**src/rtl/pipe_fetch_queue.sv**
```systemverilog
// Instruction fetch stage: owns the PC, issues single-outstanding word reads, and buffers {PC, instr} in a FIFO for decode.
// Optional feature macro: PREDECODE_EN adds the OpD/FunctD/BranchHintD predecode outputs.
module pipe_fetch_queue #(
  parameter int          DEPTH    = 4,
  parameter logic [31:0] RESET_PC = 32'h0
) (
  input  logic        clk,
  input  logic        reset_n,
  output logic        ImemReq,
  output logic [31:0] ImemAddr,
  input  logic        ImemAck,
  input  logic [31:0] ImemRData,
  output logic        InstrValid,
  input  logic        InstrReady,
  output logic [31:0] InstrD,
  output logic [31:0] PCD,
  input  logic        Redirect,
  input  logic [31:0] RedirectPC
`ifdef PREDECODE_EN
  ,
  output logic [1:0]  OpD,
  output logic [5:0]  FunctD,
  output logic        BranchHintD
`endif
);

  localparam int PW = $clog2(DEPTH);
  localparam int CW = PW + 1;
  localparam logic [CW-1:0] FULL = CW'(DEPTH);

  typedef enum logic [1:0] {IDLE, REQ, DISCARD} state_t;

  typedef struct packed {
    logic [31:0] pc;
    logic [31:0] instr;
  } entry_t;

  state_t          state, state_nxt;
  logic [31:0]     pc, addr_q, redir_pc;
  logic [PW-1:0]   rd_ptr, wr_ptr;
  logic [CW-1:0]   count;
  entry_t          mem [DEPTH];
  entry_t          head;
  logic            push, pop, can_req;

  assign redir_pc = RedirectPC & 32'hFFFF_FFFC;
  assign push     = (state == REQ) && ImemAck && !Redirect;
  assign pop      = InstrValid && InstrReady && !Redirect;
  // Free slot exists once this cycle's pop has been accounted for.
  assign can_req  = (count != FULL) || pop;

  always_ff @(posedge clk or negedge reset_n) begin
    if (!reset_n) state <= IDLE;
    else          state <= state_nxt;
  end

  always_comb begin
    state_nxt = state;
    case (state)
      IDLE:    if (!Redirect && can_req) state_nxt = REQ;
      REQ:     if (ImemAck)              state_nxt = IDLE;
               else if (Redirect)        state_nxt = DISCARD;
      DISCARD: if (ImemAck)              state_nxt = IDLE;
      default:                           state_nxt = IDLE;
    endcase
  end

  always_comb begin
    ImemReq  = (state != IDLE);
    ImemAddr = addr_q;
  end

  // addr_q latches the PC at issue so a redirect cannot disturb an in-flight address.
  always_ff @(posedge clk or negedge reset_n) begin
    if (!reset_n) begin
      pc     <= RESET_PC;
      addr_q <= RESET_PC;
      rd_ptr <= '0;
      wr_ptr <= '0;
      count  <= '0;
    end else begin
      if (state == IDLE && state_nxt == REQ) addr_q <= pc;
      if (Redirect)  pc <= redir_pc;
      else if (push) pc <= pc + 32'd4;
      if (Redirect) begin
        rd_ptr <= '0;
        wr_ptr <= '0;
        count  <= '0;
      end else begin
        if (push) wr_ptr <= wr_ptr + 1'b1;
        if (pop)  rd_ptr <= rd_ptr + 1'b1;
        count <= count + CW'(push) - CW'(pop);
      end
    end
  end

  always_ff @(posedge clk) begin
    if (push) mem[wr_ptr] <= '{pc: pc, instr: ImemRData};
  end

  assign head       = mem[rd_ptr];
  assign InstrValid = (count != '0);
  assign InstrD     = InstrValid ? head.instr : 32'h0;
  assign PCD        = InstrValid ? head.pc    : 32'h0;

`ifdef PREDECODE_EN
  // InstrD is already zero when empty, so the fields fall to zero with it.
  assign OpD         = InstrD[27:26];
  assign FunctD      = InstrD[25:20];
  assign BranchHintD = (OpD == 2'b10);
`endif

endmodule

```
**config.mk**
```make
export PLATFORM = sky130hd
export DESIGN_NAME = pipe_fetch_queue
export DESIGN_NICKNAME = d
export VERILOG_FILES = /design/src/rtl/pipe_fetch_queue.sv
export SDC_FILE = /design/constraint.sdc
export NUM_CORES = 1
export LEC_CHECK = 0
export BUFFER_PORTS_ARGS = -buffer_cell sky130_fd_sc_hd__buf_2
export CORE_MARGIN = 2
export CORE_UTILIZATION = 45
export DETAILED_ROUTE_END_ITERATION = 10
export GPL_TIMING_DRIVEN = 0
export HOLD_SLACK_MARGIN = 0.08
export RECOVER_POWER = 50
export SETUP_SLACK_MARGIN = 0.15
export SLEW_MARGIN = 30
export SYNTH_ARGS = -nofsm -noshare
export SYNTH_HDL_FRONTEND = slang
export SYNTH_SLANG_ARGS = --single-unit
```
**constraint.sdc**
```tcl
create_clock -name clk -period 3.1 [get_ports clk]
set_input_delay 0 -clock clk [delete_from_list [all_inputs] [get_ports clk]]
set_output_delay 0 -clock clk [all_outputs]
set_load 0.01 [all_outputs]
```
==> metrics.txt <==
gpl congestion=0.776; synth-to-layout area growth=24.9%; Slew Limit Fails=71; Worst path most repeated cell=or4_1; post-synthesis sequential area ratio=0.718; TritonCTS buffer count=34; Synth async-reset ratio=0.218; vias per inst=5.18; final setup TNS=0 ns; CTS tree=built; clk buf depth=3; mapped cell area=12,800 um^2; Clock power frac=0.340; Rel. slew slack=-0.380; cell-internal power=8.48 mW; unrepaired setup endpoints after global routing=no; Die X=173 um; Peak VDD IR=0.358 mV; Die ar.=29,800 um^2; Synth top area share=0.583; PortBufs=160; drt pass-1 iters=5; status=finished with violations; row count=61; Layout fillers=2,184; Final Skew=0.0220 ns; Final Hold Fails=0; part of the power in registers=0.441; period utilization=0.868; Synth cell types=47; Mapped Cells=728; root buf cell=clkbuf_16; top cells by area, synth=edfxtp_1 58%, dfrtp_1 14%, mux4_2 11%, and2_1 3.3%, mux2_2 2.1%; startpoint types=flop; nets@finish=1,085; Setup crit end kind=flop; Max Clk Rate=372 MHz; Wirelength per Cell=19.2 um; hpwl dp=17,300 um; violated checks=max-capacitance violations, max-slew violations; Starting DRT DRC Count=575; All-Layer GR Usage=0.184; P_sw=3.11 mW; Crit Path Class=reg -> reg; commonest non-fill, non-tap cell in the layout=edfxtp_1; clk sink count=317; PD cells=726 nW/um^2; Tmin final=2.69 ns; Via Count=7,319; Starting Density=0.459; Pleak=5.68 nW; setup violators final=0; Antenna diodes=0; synthesized flop and latch total=317; most frequent cells in the layout=248 x edfxtp_1, 103 x buf_2, 98 x clkbuf_1; actual slew at the worst max-slew pin=2.07 ns; hold crit path type=in -> reg; H-tree depth=2; first-pass GRT wire length=42,600 um; Synth area leader=edfxtp_1; Max-cap violations=2; Critical-path top delay cell=dfrtp_1; total power=11.6 mW; Mean Syn Cell Area=17.6 um^2; largest net degree at the start of global routing=42; Post-Route WL=27,100 um; clock slew at reported path FFs=0.06 ns; Net Sw Frac=0.269; initial antenna violation count=0; EDFF count, synth=248; Critical Path RT=3.54 ns; Critical Path Fanout Max=10; Crit path largest cell delay=0.55 ns; Worst EP arrival=3.13 ns; HP Start=RedirectPC[3]; Yosys warning total=0; number of routed nets with antenna violations=0; Comb pwr share=0.218; reg2reg start=pc[5]; DRC=0; share of cells above drive strength 1=0.255; Cells after DPL=1,274; Clock Latency Late Sink=0.51 ns; critical path cell sequence=nand4_1, or4_1, buf_2, or4_1, nand3_1, dlygate4sd3_1; # IOs=167; vias in the first global route=7,462; Post-Layout Cell Count=1,412; core region area=27,900 um^2; crit path launch=pc[5]; remaining global-route overflow=0; Die Y=173 um; ys flop type=edfxtp_1
power by group through the flow:
stage	clock [mW]	combinational [mW]	sequential [mW]
after floorplan	0	1.52	5.21
after global placement	0	2.54	5.20
after detailed placement	0	2.57	5.20
after CTS	4.05	2.65	5.11
after global routing	4.23	2.78	5.15
final	3.94	2.53	5.11
through the flow:
step           hold slack [ns]   util  setup WS (ns)  cell area [um^2]
4_1_cts                  0.211  0.577          0.218             16100
6_report                 0.233  0.573          0.410             16000
3_3_place_gp             0.217  0.505          -1.05             14100
2_1_floorplan           -0.296      -          0.306             12800
5_1_grt                  0.261  0.573          0.177             16000
3_5_place_dp           0.00908  0.510          0.249             14200
logic make-up (layout without fill, tap and decap cells):
kind of cell    after synthesis  count (layout)  synth area share
xor+xnor                     16              16            0.0110
buf+inv                      54             357            0.0190
compound gates               57              57            0.0279
fa+ha+maj                     8               8           0.00842
flops                       317             317             0.718
mux                          88              88             0.132
other cells                   1               4          0.000293
simple gates                187             187            0.0839
routing by layer:
| layer | vias to the layer above | routed length (um) | GRT usage |
|---|---|---|---|
| li1 | 3397 | - | - |
| met1 | 3666 | 12200 | 0.266 |
| met2 | 217 | 13000 | 0.295 |
| met3 | 39 | 1450 | 0.0328 |
| met4 | 0 | 449 | 0.0417 |
| met5 | - | 0 | 0 |
repair_timing:
item                       CTS  global route
hold endpoints to repair   233             0
setup buffers                0             0
setup endpoints to repair    1             1
hold buffers                76             0
resized for setup            1             2
final cells by class:
| class | instances | area [um^2] | area share |
|---|---|---|---|
| sequential | 317 | 9170 | 0.574 |
| multi-input combinational | 360 | 3400 | 0.213 |
| timing repair buffer | 241 | 1570 | 0.0980 |
| clock buffer | 47 | 1010 | 0.0635 |
| tap | 378 | 473 | 0.0296 |
| buffer | 42 | 200 | 0.0125 |
| clock inverter | 15 | 101 | 0.00635 |
| inverter | 12 | 45.0 | 0.00282 |
cell usage after synthesis (9+ instances only):
cell type  instances
edfxtp_1         248
dfrtp_1           69
and2_1            67
mux4_2            62
nand2_1           31
clkbuf_1          27
o21ai_0           25
mux2_2            24
nor2_1            22
a31oi_1           12
nand3_1           12
or4_1             12
inv_1             11
xnor2_1            9
sequential cells by signal, summed over array words and instances (netlist names):
signal and count:
mem 248, ImemAddr 30, pc 30, count 3
rd_ptr 2, state 2, wr_ptr 2
critical path, delay by kind of cell, from the launching register on:
kind / cells / cell delay [ns]
flip-flops: 1 / 0.55
AND/OR/NAND/NOR: 4 / 1.35
buffers and inverters: 2 / 0.73
final timing paths:
check,cells after the start,slack (ns),endpoint
setup / recovery,6,0.41,pc[17]
hold / removal,4,0.23,pc[3]
setup reg to reg,6,0.41,pc[17]
hold reg to reg,2,0.49,ImemAddr[18]
max in group asynchronous,4,0.57,count[1]
min in group asynchronous,4,1.25,ImemAddr[26]
Note: power is estimated with default switching activity, not from simulation.
